[src/rtl/hazard_pkg.sv]
// Shared definitions for the hazard control unit: forwarding select codes,
// FSM state encoding, stall-cause codes and counter widths.
package hazard_pkg;

  // Forwarding mux select for an EX source operand
  localparam logic [1:0] FWD_REG = 2'b00;  // register file value
  localparam logic [1:0] FWD_WB  = 2'b01;  // WB stage result
  localparam logic [1:0] FWD_MEM = 2'b10;  // MEM stage result

  typedef enum logic [1:0] {
    RUN    = 2'd0,
    LSTALL = 2'd1,
    MSTALL = 2'd2
  } state_e;

  // stall_cause codes; 2'b11 is reserved and never produced
  localparam logic [1:0] CAUSE_NONE = 2'b00;
  localparam logic [1:0] CAUSE_LOAD = 2'b01;
  localparam logic [1:0] CAUSE_MDU  = 2'b10;

  localparam int LCNT_W = 3;  // holds LOAD_LAT-1 for LOAD_LAT up to 7
  localparam int MCNT_W = 5;  // holds MDU_LAT up to 31

endpackage

[src/rtl/hazard_fwd_sel.sv]
// Per-read-port comparisons: EX forwarding select and ID load-use match.
//   i_ex_src / i_id_src / i_id_used : operand of this port in EX and ID
//   i_mem_* / i_wb_*                : producers in MEM and WB
//   i_ex_dst                        : destination of the instruction in EX
//   o_fwd                           : forward select for this EX operand
//   o_lu_hit                        : ID operand matches EX destination
module hazard_fwd_sel
  import hazard_pkg::*;
#(
  parameter int REG_AW = 5
) (
  input  logic [REG_AW-1:0] i_ex_src,
  input  logic [REG_AW-1:0] i_id_src,
  input  logic              i_id_used,
  input  logic              i_mem_regwrite,
  input  logic [REG_AW-1:0] i_mem_dst,
  input  logic              i_wb_regwrite,
  input  logic [REG_AW-1:0] i_wb_dst,
  input  logic [REG_AW-1:0] i_ex_dst,
  output logic [1:0]        o_fwd,
  output logic              o_lu_hit
);

  // MEM is younger than WB, so its value wins; $zero is never forwarded
  always_comb begin
    o_fwd = FWD_REG;
    if (i_mem_regwrite && (i_mem_dst != '0) && (i_mem_dst == i_ex_src))
      o_fwd = FWD_MEM;
    else if (i_wb_regwrite && (i_wb_dst != '0) && (i_wb_dst == i_ex_src))
      o_fwd = FWD_WB;
  end

  // $zero / memread qualification is applied once in the top level
  assign o_lu_hit = i_id_used && (i_id_src == i_ex_dst);

endmodule

[src/rtl/hazard_control_unit.sv]
// Hazard control for a 5-stage pipeline: operand forwarding, store-data
// forwarding, load-use stall, multiply/divide busy stall and branch flush.
//   clk, rst         : clock, synchronous active-high reset
//   id_*, ex_*, mem_*, wb_* : stage register numbers and control bits
//   branch_flush     : taken branch / jump resolved
//   fwd_ex           : 2-bit forward select per read port
//   fwd_mem2mem      : WB load data forwarded to the store in MEM
//   pc_en, ifid_en, ifid_flush, idex_bubble : pipeline control
//   mdu_busy         : multiply/divide unit busy
//   stall_cause      : 00 none, 01 load-use, 10 MDU
module hazard_control_unit
  import hazard_pkg::*;
#(
  parameter int REG_AW   = 5,
  parameter int NRP      = 2,
  parameter int LOAD_LAT = 1,
  parameter int MDU_LAT  = 4
) (
  input  logic                  clk,
  input  logic                  rst,
  input  logic [NRP*REG_AW-1:0] id_src,
  input  logic [NRP-1:0]        id_src_used,
  input  logic                  id_mdu_start,
  input  logic                  id_uses_hilo,
  input  logic [NRP*REG_AW-1:0] ex_src,
  input  logic                  ex_memread,
  input  logic [REG_AW-1:0]     ex_dst,
  input  logic                  mem_regwrite,
  input  logic [REG_AW-1:0]     mem_dst,
  input  logic                  mem_memwrite,
  input  logic [REG_AW-1:0]     mem_rt,
  input  logic                  wb_regwrite,
  input  logic [REG_AW-1:0]     wb_dst,
  input  logic                  wb_memtoreg,
  input  logic                  branch_flush,
  output logic [2*NRP-1:0]      fwd_ex,
  output logic                  fwd_mem2mem,
  output logic                  pc_en,
  output logic                  ifid_en,
  output logic                  ifid_flush,
  output logic                  idex_bubble,
  output logic                  mdu_busy,
  output logic [1:0]            stall_cause
);

  localparam logic [LCNT_W-1:0] LCNT_INIT = LCNT_W'(LOAD_LAT - 1);
  localparam logic [MCNT_W-1:0] MCNT_INIT = MCNT_W'(MDU_LAT);

  logic [2*NRP-1:0]  w_fwd;
  logic [NRP-1:0]    w_lu_hit;
  logic              w_load_use;
  logic              w_mdu_busy;
  logic              w_lu_stall;
  logic              w_mdu_stall;
  logic              w_mdu_go;
  logic [MCNT_W-1:0] w_mcnt_nxt;

  state_e            r_state;
  logic [LCNT_W-1:0] r_lcnt;
  logic [MCNT_W-1:0] r_mcnt;

  for (genvar p = 0; p < NRP; p++) begin : g_port
    hazard_fwd_sel #(.REG_AW(REG_AW)) u_fwd_sel (
      .i_ex_src       (ex_src[p*REG_AW +: REG_AW]),
      .i_id_src       (id_src[p*REG_AW +: REG_AW]),
      .i_id_used      (id_src_used[p]),
      .i_mem_regwrite (mem_regwrite),
      .i_mem_dst      (mem_dst),
      .i_wb_regwrite  (wb_regwrite),
      .i_wb_dst       (wb_dst),
      .i_ex_dst       (ex_dst),
      .o_fwd          (w_fwd[2*p +: 2]),
      .o_lu_hit       (w_lu_hit[p])
    );
  end

  assign w_load_use  = ex_memread && (ex_dst != '0) && (|w_lu_hit);
  assign w_mdu_busy  = (r_mcnt != '0);
  // The first load-use cycle stalls combinationally; LSTALL covers the rest
  assign w_lu_stall  = (r_state == LSTALL) || w_load_use;
  assign w_mdu_stall = w_mdu_busy && (id_uses_hilo || id_mdu_start);
  // A flushed ID instruction is squashed, so it must not launch the MDU
  assign w_mdu_go    = id_mdu_start && !w_mdu_busy && !w_lu_stall && !branch_flush;
  assign w_mcnt_nxt  = w_mdu_go   ? MCNT_INIT :
                       w_mdu_busy ? r_mcnt - 1'b1 : '0;

  always_ff @(posedge clk) begin
    if (rst) begin
      r_state <= RUN;
      r_lcnt  <= '0;
      r_mcnt  <= '0;
    end else begin
      r_mcnt <= w_mcnt_nxt;
      if (branch_flush) begin
        // also drops a load-use seen this cycle: the load is being squashed
        r_state <= RUN;
        r_lcnt  <= '0;
      end else begin
        case (r_state)
          LSTALL: begin
            r_lcnt <= (r_lcnt != '0) ? r_lcnt - 1'b1 : '0;
            if (r_lcnt <= LCNT_W'(1))
              r_state <= (w_mdu_stall && (w_mcnt_nxt != '0)) ? MSTALL : RUN;
          end
          default: begin
            if (w_load_use && (LOAD_LAT > 1)) begin
              r_state <= LSTALL;
              r_lcnt  <= LCNT_INIT;
            end else if (w_mdu_stall && (w_mcnt_nxt != '0)) begin
              r_state <= MSTALL;
            end else begin
              r_state <= RUN;
            end
          end
        endcase
      end
    end
  end

  always_comb begin
    fwd_ex      = w_fwd;
    fwd_mem2mem = mem_memwrite && wb_memtoreg && (wb_dst != '0) && (wb_dst == mem_rt);
    mdu_busy    = w_mdu_busy;
    pc_en       = 1'b1;
    ifid_en     = 1'b1;
    ifid_flush  = 1'b0;
    idex_bubble = 1'b0;
    stall_cause = CAUSE_NONE;
    if (rst) begin
      fwd_ex      = '0;
      fwd_mem2mem = 1'b0;
      mdu_busy    = 1'b0;
    end else if (branch_flush) begin
      ifid_flush  = 1'b1;
      idex_bubble = 1'b1;
    end else if (w_lu_stall || w_mdu_stall) begin
      pc_en       = 1'b0;
      ifid_en     = 1'b0;
      idex_bubble = 1'b1;
      stall_cause = w_lu_stall ? CAUSE_LOAD : CAUSE_MDU;
    end
  end

endmodule

[config.mk]
export PLATFORM = sky130hd
export DESIGN_NAME = hazard_control_unit
export DESIGN_NICKNAME = d
export VERILOG_FILES = /design/src/rtl/hazard_pkg.sv /design/src/rtl/hazard_fwd_sel.sv /design/src/rtl/hazard_control_unit.sv
export SDC_FILE = /design/constraint.sdc
export NUM_CORES = 1
export LEC_CHECK = 0
export BUFFER_PORTS_ARGS = -buffer_cell sky130_fd_sc_hd__buf_2
export CAP_MARGIN = 40
export CELL_PAD_IN_SITES_DETAIL_PLACEMENT = 0
export CELL_PAD_IN_SITES_GLOBAL_PLACEMENT = 1
export CORE_ASPECT_RATIO = 1.25
export CORE_UTILIZATION = 28
export CTS_BUF_LIST = sky130_fd_sc_hd__clkbuf_16
export CTS_CLUSTER_SIZE = 16
export DETAILED_ROUTE_END_ITERATION = 12
export GPL_TIMING_DRIVEN = 1
export PLACE_DENSITY = 0.85
export SYNTH_ARGS = -nofsm -noshare
export SYNTH_HDL_FRONTEND = slang
export SYNTH_HIERARCHICAL = 1
export SYNTH_SLANG_ARGS = --single-unit
[constraint.sdc]
create_clock -name clk -period 2.1 [get_ports clk]
set_input_delay 0.21 -clock clk [delete_from_list [all_inputs] [get_ports clk]]
set_output_delay 0.21 -clock clk [all_outputs]
set_load 0.01 [all_outputs]
After elaboration in Yosys (flattened, before gate mapping)
Index checks and enable logic that the tools add are counted.

word-level totals
  register bits after elaboration = 10
  bits in latches = 0
  RAM bits = 0
  bits in read-only memories = 0
  bits of input ports = 52
  output and inout bits = 12
  logic and storage cells = 72
  memories kept = 0

cells by class
  add/sub/neg operators = 2
  $mul = 0
  divide/modulo/power cells = 0
  magnitude comparators = 1
  equal/unequal tests = 9
  shift operators = 0
  multiplexer cells = 25
  bitwise logic cells = 0
  reduce and logical (&&, ||, !) cells = 32

operator list
  kind                                                            count
  == test 5 bit                                                   7
  nonzero test 5 bit                                              5
  logical AND 1 bit                                               18
  2-to-1 mux 2 bit                                                9
  2-to-1 mux 1 bit                                                12
  2-to-1 mux 5 bit                                                2
  subtractor 5 x 1 -> 5 bit, second input constant                1
  2-to-1 mux 4 bit                                                1
  OR reduction 2 bit                                              2
  less-or-equal comparator 3 x 1 -> 1 bit, second input constant  1
  logical NOT 1 bit                                               3
  logical OR 1 bit                                                3
  2-to-1 mux 3 bit                                                1
  nonzero test 3 bit                                              1
  subtractor 3 x 1 -> 3 bit, second input constant                1
  == test 2 x 1 -> 1 bit, second input constant                   1
  inequality test 2 x 1 -> 1 bit, second input constant           1

Depth between registers and ports, before layout
  depth after elaboration = 14
  gate-level depth with buffers = 6
  mapped depth without buffers = 5

By module
Netlist, hierarchy kept.

by module, submodules not included
  module               instances  cells an instance  area each (µm²)  sequential area each (µm²)
  hazard_control_unit  1          54                 419.2            100.1
  hazard_fwd_sel       2          27                 206.4            0.0

Worst setup path before layout
Ideal clock, no wire load.

  path kind = input to output
  start point = input ex_dst[0]
  end point = output pc_en
  data arrival time = 1.533 ns
  required time = 1.890 ns
  slack = 0.357 ns
  stages = 4
  buffers on the path = 1
  cells stage by stage = or4_4 -> o221a_4 -> o21ai_0 -> buf_4

between the ends
  word-level cells in the longest chain between the ends = 9
  elaborated cells on any way between the ends = 13
  classes of those cells = eq/ne: 2; mux: 3; reduce/logical: 8

ends and longest elaborated chain
  element                          RTL line                    text
  start: declaration               hazard_control_unit.sv:27   input logic [REG_AW-1:0] ex_dst,
  == test 5 bit                    hazard_fwd_sel.sv:34        assign o_lu_hit = i_id_used && (i_id_src == i_ex_dst);
  logical AND 1 bit                hazard_fwd_sel.sv:34
  OR reduction 2 bit               hazard_control_unit.sv:77   assign w_load_use = ex_memread && (ex_dst != '0) && (|w_lu_hit);
  logical AND 1 bit *              hazard_control_unit.sv:77
  logical OR 1 bit *               hazard_control_unit.sv:80   assign w_lu_stall = (r_state == LSTALL) || w_load_use;
  logical OR 1 bit *               hazard_control_unit.sv:136  end else if (w_lu_stall || w_mdu_stall) begin
  2-to-1 mux 1 bit * (3 in a row)  n/a
  end: declaration                 hazard_control_unit.sv:38   output logic pc_en,

Every way passes the cells marked *; elsewhere a longest branch is shown, timed or not.

Worst setup path after layout
  start point = register r_mcnt[0]
  end point = output ifid_en

between the ends
  word-level cells in the longest chain between the ends = 6

ends and longest elaborated chain
  element                   RTL line                    text
  start: declaration        hazard_control_unit.sv:60   logic [MCNT_W-1:0] r_mcnt;
  start signal: assignment  hazard_control_unit.sv:93   r_mcnt <= w_mcnt_nxt;
  nonzero test 5 bit        hazard_control_unit.sv:78   assign w_mdu_busy = (r_mcnt != '0);
  logical AND 1 bit         hazard_control_unit.sv:81   assign w_mdu_stall = w_mdu_busy && (id_uses_hilo || id_mdu_start);
  logical OR 1 bit          hazard_control_unit.sv:136
  2-to-1 mux 1 bit          hazard_control_unit.sv:136
  2-to-1 mux 1 bit          hazard_control_unit.sv:133  end else if (branch_flush) begin
  2-to-1 mux 1 bit          hazard_control_unit.sv:129  if (rst) begin
  end: declaration          hazard_control_unit.sv:39   output logic ifid_en,

Every way passes these cells.

==> key figures <==
Clocking
  – Hold-fix buffers, CTS: 0
  – CTS Root Cell: clkbuf_16
  – Worst-path clk slew: 30 ps
  – CTS tree: built
  – Clock Path Buffers: 2
  – Post-CTS Setup Bufs: 0
  – CTS HTree Levels: 1
  – Num CTS Buffers: 3
  – CTS sink count: 5
  – Clock Latency Late Sink: 230 ps
  – Post-cts sizing count: 0

Logic synthesis
  – Area leader, netlist: xor2_1
  – Share of the yosys chip area belonging to registers: 0.120
  – Syn nets: 161
  – Most numerous cell in the Yosys netlist: xor2_1
  – Count of flip-flops with a built-in enable after synthesis: 0
  – Average size of a mapped cell: 7.70 sq um
  – Flops & latches, synth: 5
  – Top cell type's share of synthesized area: 0.232
  – Post-Synthesis Cells: 108
  – Yosys cell types: 33
  – Ys async rst share: 0
  – Post-Syn Area: 832 sq um
  – Synth cell count leaders: xor2_1 (22), nor2_1 (9), inv_1 (8), nor3_1 (8), xnor2_1 (7)
  – Synth Flop Type: dfxtp_1
  – Warnings, synthesis: 6
  – Synth area leaders: xor2_1 (23%), dfxtp_1 (12%), xnor2_1 (7.4%)

Global routing
  – Largest net degree at the start of global routing: 11
  – All-Layer GR Usage: 0.171
  – Total grt overflow: 0
  – First-pass GRT wire length: 4.20 mm
  – Vias in the first global route: 1119
  – Antenna violations before repair: 0

Drt
  – Highest routed layer: met4
  – Residual DRC: 0
  – WL met1: 897 um
  – Vias: 1043
  – Iter 0 DRT Violations: 23
  – Final wirelength: 2.53 mm
  – DR WL met3: 221 um
  – First-pass iteration count of the detailed router: 4
  – Vias per inst: 5.01
  – DRT antenna net count: 0
  – Routed wire per std cell: 12.2 um
  – Met2 WL post-DR: 1.36 mm

Floorplanning
  – Ports: 64
  – Die width: 50.8 um
  – Die Height: 62.9 um
  – Initial Utilization: 0.302
  – Die area: 3190 sq um
  – Area of the core: 2760 sq um
  – Std-Cell Rows: 21

Critical path
  – CP arrival: 1700 ps
  – Critical Path RT: 1890 ps
  – Critical Path End: ifid_en
  – Worst path cell trace: inv_1 -> ha_1 -> nor4b_1 -> buf_4 -> nor2_1 -> o21ai_0 -> buf_2
  – Crit Reg-Reg Endpoint: r_mcnt[1]$_SDFF_PP0_
  – Crit path capture type: primary output
  – R2r startpoint: r_mcnt[0]$_SDFF_PP0_
  – Crit path max fanout: 4
  – Worst path max stage delay: 310 ps
  – Critical setup path kind: reg -> out
  – Crit path from: r_mcnt[0]$_SDFF_PP0_
  – Reg2Reg Setup Slack: 700 ps
  – Worst path slowest cell: dfxtp_1
  – Critical Path Start Type: flop
  – Worst reg-to-reg path cell count: 6

Timing
  – Max Clock Skew: 1.69 ps
  – Final setup TNS: 0 ps
  – RSZ-0062 raised after global routing: no
  – Final Critical Period: 1910 ps
  – Slew @ Worst Pin: 317 ps
  – Tcrit/Tclk final: 0.912
  – Final hold viol count: 0
  – Setup Viol. Count Final: 0
  – Fin. max-slew vios: 0
  – Max Freq: 522 MHz
  – Worst slew margin: 0.786

Cells and area
  – Biggest regs: r_mcnt: 5 flops
  – # nets final: 228
  – Ratio of cells with drive above 1 in the final layout: 0.454
  – Multi-input gate area: 691 sq um
  – P&R area growth vs syn: 52.0%
  – Layout fillers: 286
  – Inserted Diodes: 0
  – Most flops, register: r_mcnt
  – Max FFs per register: 5
  – Sequential cell area: 100 sq um

Power and ir drop
  – Peak VDD IR: 376 uV
  – PwrDens: 695 nW/um^2
  – Pleak: 0.000649 uW
  – Total power: 879 uW

Status
  – Status: finished, final reports clean

Placement
  – Gpl congestion: 0.879
  – HPWL after DPL: 2.19 mm
  – IO Port Bufs: 63

Flow run
  – Maxcap violations: 0

Hold path
  – Hold crit path type: in -> reg
[per-stage QoR]
step	util	std cells	hold WS, ps	setup WS [ps]	area (sq um)
after global routing	0.459	208	270	25.1	1260
after CTS	0.459	208	256	162	1260
after global placement	0.430	204	428	303	1190
after floorplan	-	108	363	357	832
final	0.459	208	260	185	1260
after detailed placement	0.430	204	440	285	1190
[worst max-delay path, delay by kind of cell (launching register included)]
family / cells / cell delay, ps
DFF: 1 / 310
adders and majority gates: 1 / 200
AOI/OAI and AO/OA: 1 / 230
and+or+nand+nor: 2 / 320
buffers and inverters: 3 / 420
[cells by family (layout without fill, tap and decap cells)]
logic type      count (synthesis)  count (layout)  share of synthesized area
xor+xnor                       29              29                      0.305
simple gates                   49              49                      0.367
fa+ha+maj                       1               1                     0.0150
compound gates                 14              14                      0.143
flops                           5               5                      0.120
buf+inv                        10              76                     0.0496
[worst min-delay path by stage]
| stage | start | end | slack, ps | depth (start not counted) |
|---|---|---|---|---|
| global placement | r_mcnt[0]$_SDFF_PP0_ | r_mcnt[0]$_SDFF_PP0_ | 430 | 1 |
| finish | id_mdu_start | r_mcnt[2]$_SDFF_PP0_ | 260 | 3 |
| CTS | id_mdu_start | r_mcnt[2]$_SDFF_PP0_ | 260 | 3 |
| global route | id_mdu_start | r_mcnt[2]$_SDFF_PP0_ | 270 | 3 |
| detailed placement | r_mcnt[0]$_SDFF_PP0_ | r_mcnt[0]$_SDFF_PP0_ | 440 | 1 |
| floorplan | id_mdu_start | r_mcnt[2]$_SDFF_PP0_ | 360 | 2 |
[layout make-up]
class                           instances  share of cell area
Inverter                                8              0.0237
Multi-Input combinational cell         93               0.546
Clock buffer                            3              0.0593
Sequential cell                         5              0.0791
Clock inverter                          1             0.00297
Timing Repair Buffer                   64               0.255
Tap cell                               34              0.0336
[routing by layer]
layer	vias up	track usage
li1	520	-
met1	449	0.135
met2	67	0.367
met3	7	0.0316
met4	0	0.0833
met5	-	0
[cell usage in the layout (no fill, tap or decap), types with 3 or more instances in the layout]
master	count
inv_1	9
xor2_1	22
nand3_1	3
or2_2	3
clkbuf_16	3
nor3_1	8
nor2_1	9
nor4_1	5
nor2b_1	5
buf_2	63
xnor2_1	7
and3_1	3
dfxtp_1	5
[power by group]
part           switching (uW)  leakage [uW]  total, uW  internal, uW
sequential               28.7     0.0000410        158           129
clock                    62.0     0.0000423        309           246
combinational             209      0.000565        413           204
Power figures use the tool's default switching activity.
